[src/rtl/sar_seq_pkg.sv]
// Shared types and elaboration helpers for the successive-approximation sequencer.
package sar_seq_pkg;

    typedef enum logic [1:0] {
        IDLE    = 2'd0,
        SAMPLE  = 2'd1,
        CONVERT = 2'd2
    } sar_state_e;

    // Number of bits needed to hold values 0..max_val (never less than one).
    function automatic int cnt_width(input int max_val);
        int w;
        w = 1;
        while ((1 << w) <= max_val) begin
            w = w + 1;
        end
        return w;
    endfunction

    function automatic bit params_legal(input int nbits, input int sample_cycles, input int settle_cycles);
        return (nbits >= 2) && (nbits <= 16) && (sample_cycles >= 1) &&
               (settle_cycles >= 0) && (settle_cycles <= 15);
    endfunction

endpackage

[src/rtl/sar_sequencer_if.sv]
// Comparator / request side and DAC-FSM side signals of the sequencer.
interface sar_sequencer_if #(
    parameter int NBITS = 8
);
    logic             start;
    logic             cont;
    logic             vcomp;
    logic [NBITS-2:0] biten;
    logic             sar_reset;
    logic             busy;
    logic             done;
    logic [NBITS-1:0] data;
    logic             data_valid;

    modport master (
        output start, cont, vcomp,
        input  biten, sar_reset, busy, done, data, data_valid
    );

    modport slave (
        input  start, cont, vcomp,
        output biten, sar_reset, busy, done, data, data_valid
    );
endinterface

[src/rtl/sar_slot_timer.sv]
// Loadable down-counter; o_tc flags the last cycle of a sample phase or bit slot.
module sar_slot_timer #(
    parameter int WIDTH = 4
) (
    input  logic             i_clk,
    input  logic             i_rst,
    input  logic             i_load,
    input  logic [WIDTH-1:0] i_load_val,
    output logic             o_tc
);
    logic [WIDTH-1:0] r_count;

    // Count down to zero and park there until the next load.
    always_ff @(posedge i_clk) begin
        if (i_rst) begin
            r_count <= '0;
        end else if (i_load) begin
            r_count <= i_load_val;
        end else if (r_count != '0) begin
            r_count <= r_count - WIDTH'(1);
        end
    end

    assign o_tc = (r_count == '0);
endmodule

[src/rtl/sar_sequencer.sv]
// SAR conversion sequencer: sample phase, MSB-first bit trials, result capture and handshake.
module sar_sequencer
    import sar_seq_pkg::*;
#(
    parameter int NBITS         = 8,
    parameter int SAMPLE_CYCLES = 1,
    parameter int SETTLE_CYCLES = 0
) (
    input  logic            i_clk,
    input  logic            i_reset,
    sar_sequencer_if.slave  bus
);
    localparam int TMAX = ((SAMPLE_CYCLES - 1) > SETTLE_CYCLES) ? (SAMPLE_CYCLES - 1) : SETTLE_CYCLES;
    localparam int TW   = cnt_width(TMAX);
    localparam int IW   = cnt_width(NBITS - 1);

    localparam logic [TW-1:0]    SAMPLE_LOAD = TW'(SAMPLE_CYCLES - 1);
    localparam logic [TW-1:0]    SETTLE_LOAD = TW'(SETTLE_CYCLES);
    localparam logic [IW-1:0]    MSB_IDX     = IW'(NBITS - 1);
    localparam logic [NBITS-2:0] BITEN_MSB   = (NBITS - 1)'(1) << (NBITS - 2);

    if (!params_legal(NBITS, SAMPLE_CYCLES, SETTLE_CYCLES)) begin : g_bad_params
        $error("sar_sequencer: illegal NBITS/SAMPLE_CYCLES/SETTLE_CYCLES");
    end

    sar_state_e       r_state;
    logic [IW-1:0]    r_bit_idx;
    logic [NBITS-1:0] r_work;
    logic [NBITS-1:0] r_data;
    logic [NBITS-2:0] r_biten;
    logic             r_done;
    logic             r_valid;
    logic             r_sar_reset;
    logic             r_busy;

    logic             w_tc;
    logic             w_load;
    logic [TW-1:0]    w_load_val;

    sar_slot_timer #(.WIDTH(TW)) u_timer (
        .i_clk      (i_clk),
        .i_rst      (i_reset),
        .i_load     (w_load),
        .i_load_val (w_load_val),
        .o_tc       (w_tc)
    );

    // Reload the timer whenever a phase or slot ends; slot 0 preloads the next sample phase.
    always_comb begin
        w_load     = 1'b0;
        w_load_val = SETTLE_LOAD;
        case (r_state)
            IDLE: begin
                w_load     = bus.start;
                w_load_val = SAMPLE_LOAD;
            end
            SAMPLE: begin
                w_load     = w_tc;
                w_load_val = SETTLE_LOAD;
            end
            CONVERT: begin
                w_load = w_tc;
                if (r_bit_idx == '0) begin
                    w_load_val = SAMPLE_LOAD;
                end else begin
                    w_load_val = SETTLE_LOAD;
                end
            end
            default: begin
                w_load     = 1'b0;
                w_load_val = SETTLE_LOAD;
            end
        endcase
    end

    // Sequencer FSM with all outputs registered alongside the state.
    always_ff @(posedge i_clk) begin
        if (i_reset) begin
            r_state     <= IDLE;
            r_bit_idx   <= '0;
            r_work      <= '0;
            r_data      <= '0;
            r_biten     <= '0;
            r_done      <= 1'b0;
            r_valid     <= 1'b0;
            r_sar_reset <= 1'b1;
            r_busy      <= 1'b0;
        end else begin
            r_done <= 1'b0;
            case (r_state)
                IDLE: begin
                    if (bus.start) begin
                        r_state     <= SAMPLE;
                        r_busy      <= 1'b1;
                        r_sar_reset <= 1'b1;
                    end
                end
                SAMPLE: begin
                    if (w_tc) begin
                        r_state     <= CONVERT;
                        r_bit_idx   <= MSB_IDX;
                        r_biten     <= BITEN_MSB;
                        r_sar_reset <= 1'b0;
                    end
                end
                CONVERT: begin
                    if (w_tc) begin
                        r_work[r_bit_idx] <= bus.vcomp;
                        r_biten           <= r_biten >> 1'b1;
                        if (r_bit_idx == '0) begin
                            // The LSB decision bypasses r_work so DATA is complete this edge.
                            r_data      <= {r_work[NBITS-1:1], bus.vcomp};
                            r_done      <= 1'b1;
                            r_valid     <= 1'b1;
                            r_sar_reset <= 1'b1;
                            if (bus.cont) begin
                                r_state <= SAMPLE;
                            end else begin
                                r_state <= IDLE;
                                r_busy  <= 1'b0;
                            end
                        end else begin
                            r_bit_idx <= r_bit_idx - IW'(1);
                        end
                    end
                end
                default: begin
                    r_state     <= IDLE;
                    r_biten     <= '0;
                    r_sar_reset <= 1'b1;
                    r_busy      <= 1'b0;
                end
            endcase
        end
    end

    assign bus.biten      = r_biten;
    assign bus.sar_reset  = r_sar_reset;
    assign bus.busy       = r_busy;
    assign bus.done       = r_done;
    assign bus.data       = r_data;
    assign bus.data_valid = r_valid;
endmodule

[src/flat_wrapper.sv]
// flat-port wrapper written by rule: the top's interface ports become plain ports
module sar_sequencer_flat import sar_seq_pkg::*;
#(
    parameter int NBITS         = 8,
    parameter int SAMPLE_CYCLES = 1,
    parameter int SETTLE_CYCLES = 0
)
  (i_clk, i_reset, bus_start, bus_cont, bus_vcomp, bus_biten, bus_sar_reset, bus_busy, bus_done, bus_data, bus_data_valid);
  sar_sequencer_if #(.NBITS(NBITS)) bus_i ();
  input  logic i_clk;
  input  logic i_reset;
  input wire logic [$bits(bus_i.start)-1:0] bus_start;
  input wire logic [$bits(bus_i.cont)-1:0] bus_cont;
  input wire logic [$bits(bus_i.vcomp)-1:0] bus_vcomp;
  output wire logic [$bits(bus_i.biten)-1:0] bus_biten;
  output wire logic [$bits(bus_i.sar_reset)-1:0] bus_sar_reset;
  output wire logic [$bits(bus_i.busy)-1:0] bus_busy;
  output wire logic [$bits(bus_i.done)-1:0] bus_done;
  output wire logic [$bits(bus_i.data)-1:0] bus_data;
  output wire logic [$bits(bus_i.data_valid)-1:0] bus_data_valid;
  assign bus_i.start = bus_start;
  assign bus_i.cont = bus_cont;
  assign bus_i.vcomp = bus_vcomp;
  assign bus_biten = bus_i.biten;
  assign bus_sar_reset = bus_i.sar_reset;
  assign bus_busy = bus_i.busy;
  assign bus_done = bus_i.done;
  assign bus_data = bus_i.data;
  assign bus_data_valid = bus_i.data_valid;
  sar_sequencer #(.NBITS(NBITS), .SAMPLE_CYCLES(SAMPLE_CYCLES), .SETTLE_CYCLES(SETTLE_CYCLES)) u_core (.i_clk(i_clk), .i_reset(i_reset), .bus(bus_i));
endmodule
[config.mk]
export PLATFORM = sky130hd
export DESIGN_NAME = sar_sequencer_flat
export DESIGN_NICKNAME = d
export VERILOG_FILES = /design/src/rtl/sar_seq_pkg.sv /design/src/rtl/sar_sequencer_if.sv /design/src/rtl/sar_slot_timer.sv /design/src/rtl/sar_sequencer.sv /design/src/flat_wrapper.sv
export SDC_FILE = /design/constraint.sdc
export NUM_CORES = 1
export LEC_CHECK = 0
export CORE_MARGIN = 5
export CORE_UTILIZATION = 55
export DETAILED_ROUTE_END_ITERATION = 7
export DONT_BUFFER_PORTS = 1
export HOLD_SLACK_MARGIN = 0.05
export PLACE_DENSITY_LB_ADDON = 0.3
export SETUP_SLACK_MARGIN = 0.05
export SLEW_MARGIN = 10
export SYNTH_ARGS = -nofsm -noshare
export SYNTH_HDL_FRONTEND = slang
export SYNTH_SLANG_ARGS = --single-unit
[constraint.sdc]
create_clock -name i_clk -period 2.82 [get_ports i_clk]
set_input_delay 0.564 -clock i_clk [delete_from_list [all_inputs] [get_ports i_clk]]
set_output_delay 0.564 -clock i_clk [all_outputs]
set_load 0.02 [all_outputs]
==> impl_metrics.csv <==
group,metric,value,unit
outcome,outcome,"finished, final reports clean",
synthesis,synthTopCellsByCount,"32 x dfxtp_1, 25 x nand2_1, 22 x a21oi_1",
layout,final_core_util,60.0,%
die,start_util,58.5,%
routing,wl,2690,µm
synthesis,syn-instance-count,172,
layout,regArea,641,µm²
synthesis,async_flop_share,0,%
power_and_ir_drop,irDropWorstVdd,0.553,mV
synthesis,synth_top_area_share,43.4,%
placement,dpl.cell_count,190,
synthesis,synth_edf_count,0,
placement,dpl_cell_area,1450,µm²
clocking,clk_latency,330,ps
sta,slew_violations,0,
synthesis,yosysUniqueCellTypes,37,
routing,detail-route-antenna-nets,0,
die,dieArea,3820,µm²
synthesis,netlist_area,1480,µm²
sta,fin_crit,1910,ps
synthesis,seq_area_frac_synth,43.4,%
synthesis,synth.top_cells.by_area,"dfxtp_1 43%, a21oi_1 7.5%, nand2_1 6.4%",
sta,fin_crit_sh,67.7,%
routing,vias,1150,
layout,area_growth,2.63,%
clocking,cts_buffers,5,
clocking,cts_root_buf,"clkbuf_4",
clocking,cts_buffer_depth,2,
sta,slew_headroom,63.6,%
synthesis,avgSynthCellArea,8.58,µm²
sta,fin_setup_tns,0,ps
global_routing,grt.overflow.total,0,
die,core_area,2520,µm²
global_routing,grt_usage,15.9,%
sta,setup_violations,0,
die,rows,18,
worst_setup_path,arrival,2130,ps
job,maxCapViolations,0,
routing,via_per_inst,5.81,
worst_hold_path,hold_class,"input pin to flop",
global_routing,grt_pass1_wl,4410,µm
layout,n_antenna_cell,0,
global_routing,grt_antenna_before_repair,0,
routing,wl_per_cell,13.6,µm
synthesis,synth_most_common_cell,"dfxtp_1",
clocking,clk_pin_slew,100,ps
power_and_ir_drop,p_per_area,831,nW/µm²
synthesis,syn_nets,184,
worst_setup_path,worstSetupPathType,"flop to flop",
routing,dr.pass1.iters,6,
layout,fin_cells,198,
sta,rsz0062_at_grt,"false",
power_and_ir_drop,leakagePower,0.530,nW
die,num_io_pins,24,
routing,drc,0,
clocking,holdBufCountCts,0,
synthesis,synth_flop_cell,"dfxtp_1",
power_and_ir_drop,p_total,1.26,mW
placement,dp_hpwl,1880,µm
clocking,clock_sinks,32,
clocking,cts.repair.resized,0,
worst_setup_path,worst_setup_path_start_kind,"flop",
die,die_w,61.8,µm
sta,tightestPinTransition,546,ps
synthesis,synth.largest_area_cell,"dfxtp_1",
clocking,cts_tree,"done",
layout,finalNetCount,179,
layout,fillers,218,
placement,dp_slack,925,ps
global_routing,grt_pass1_vias,970,
synthesis,yosys_warnings,0,
routing,initialDrtViolationCount,88,
worst_setup_path,crit_required,3040,ps
layout,drive_gt1_share,8.33,%
synthesis,ys_ff_latch,32,
die,dieHeight,61.8,µm
placement,gp_congestion,0.800,
worst_setup_path,cp_max_fo,19,
sta,whs,297,ps
global_routing,grt_start_max_net_pins,31,
sta,setup_ws,911,ps
worst_setup_path,end_kind,"flop",
placement,port_buffers,0,
sta,finalHoldViolations,0,
layout,multi_input_area,748,µm²
clocking,post_cts_buffers,0,
sta,finClkSkew,6.82,ps
layout,stdcell_area,1510,µm²
clocking,h-tree-depth,2,
sta,fmax,524,MHz
[placed cells by master, fill, tap and decap left out, types with 3 or more instances in the layout]
cell type	count
nand2b_1	3
ha_1	7
a21oi_1	22
inv_1	5
clkbuf_4	5
nand2_1	25
nor2_1	7
o21ai_1	3
a211oi_1	3
dfxtp_1	32
nand3_1	5
o21ai_0	9
or3_1	6
nor2b_1	6
[metal layers]
metal | vias up | part of all wire (%) | global-route usage [%]
met5 | - | 0 | 0
met4 | 0 | 2.5 | 9.09
met3 | 8 | 6.8 | 6.20
met2 | 26 | 44 | 24.8
met1 | 532 | 47 | 18.7
li1 | 584 | - | -
[cell type report]
class	count	area share (%)
repair buffers	1	0.496
multi-input cells	122	49.4
clock buffers	6	3.39
flip-flops and latches	32	42.3
well taps	30	2.48
clock inverters	2	0.661
inverters	5	1.24
[state kept, by name, indices dropped and copies added, names as in the netlist]
name,cells
u_core.bus.sar_reset,1
u_core.bus.data,8
u_core.r_bit_idx,3
u_core.r_state,2
u_core.r_work,7
u_core.bus.done,1
u_core.bus.biten,7
u_core.u_timer.r_count,1
u_core.bus.busy,1
u_core.bus.data_valid,1
[critical path, stage by stage, from the launching register on]
cell     delay (ps)
dfxtp_1         380
inv_1           110
ha_1            400
o21a_4          320
a211o_1         270
mux2_1          320
[final timing paths]
kind | start | cells after the start | end | slack (ps)
worst min register to register | u_core.r_work[5] | 2 | u_core.bus.data[5] | 460
worst max-delay path | u_core.r_state[0] | 5 | u_core.r_state[0] | 910
worst max register to register | u_core.r_state[0] | 5 | u_core.r_state[0] | 910
worst min-delay path | i_reset | 1 | u_core.r_work[6] | 300
[power by group]
group	leakage, nW	internal [mW]	total, mW	switching [mW]
Sequential	0.260	0.503	0.599	0.0956
Combinational	0.232	0.162	0.390	0.228
Clock	0.0380	0.118	0.269	0.150
[kinds of logic after synthesis]
family / synth area share [%]
AOI/OAI and AO/OA: 21.3
adders and majority gates: 5.94
buffers and inverters: 5.85
DFF: 43.4
muxes: 1.44
other: 0.254
and+or+nand+nor: 21.8
(Power assumes the default switching activity.)
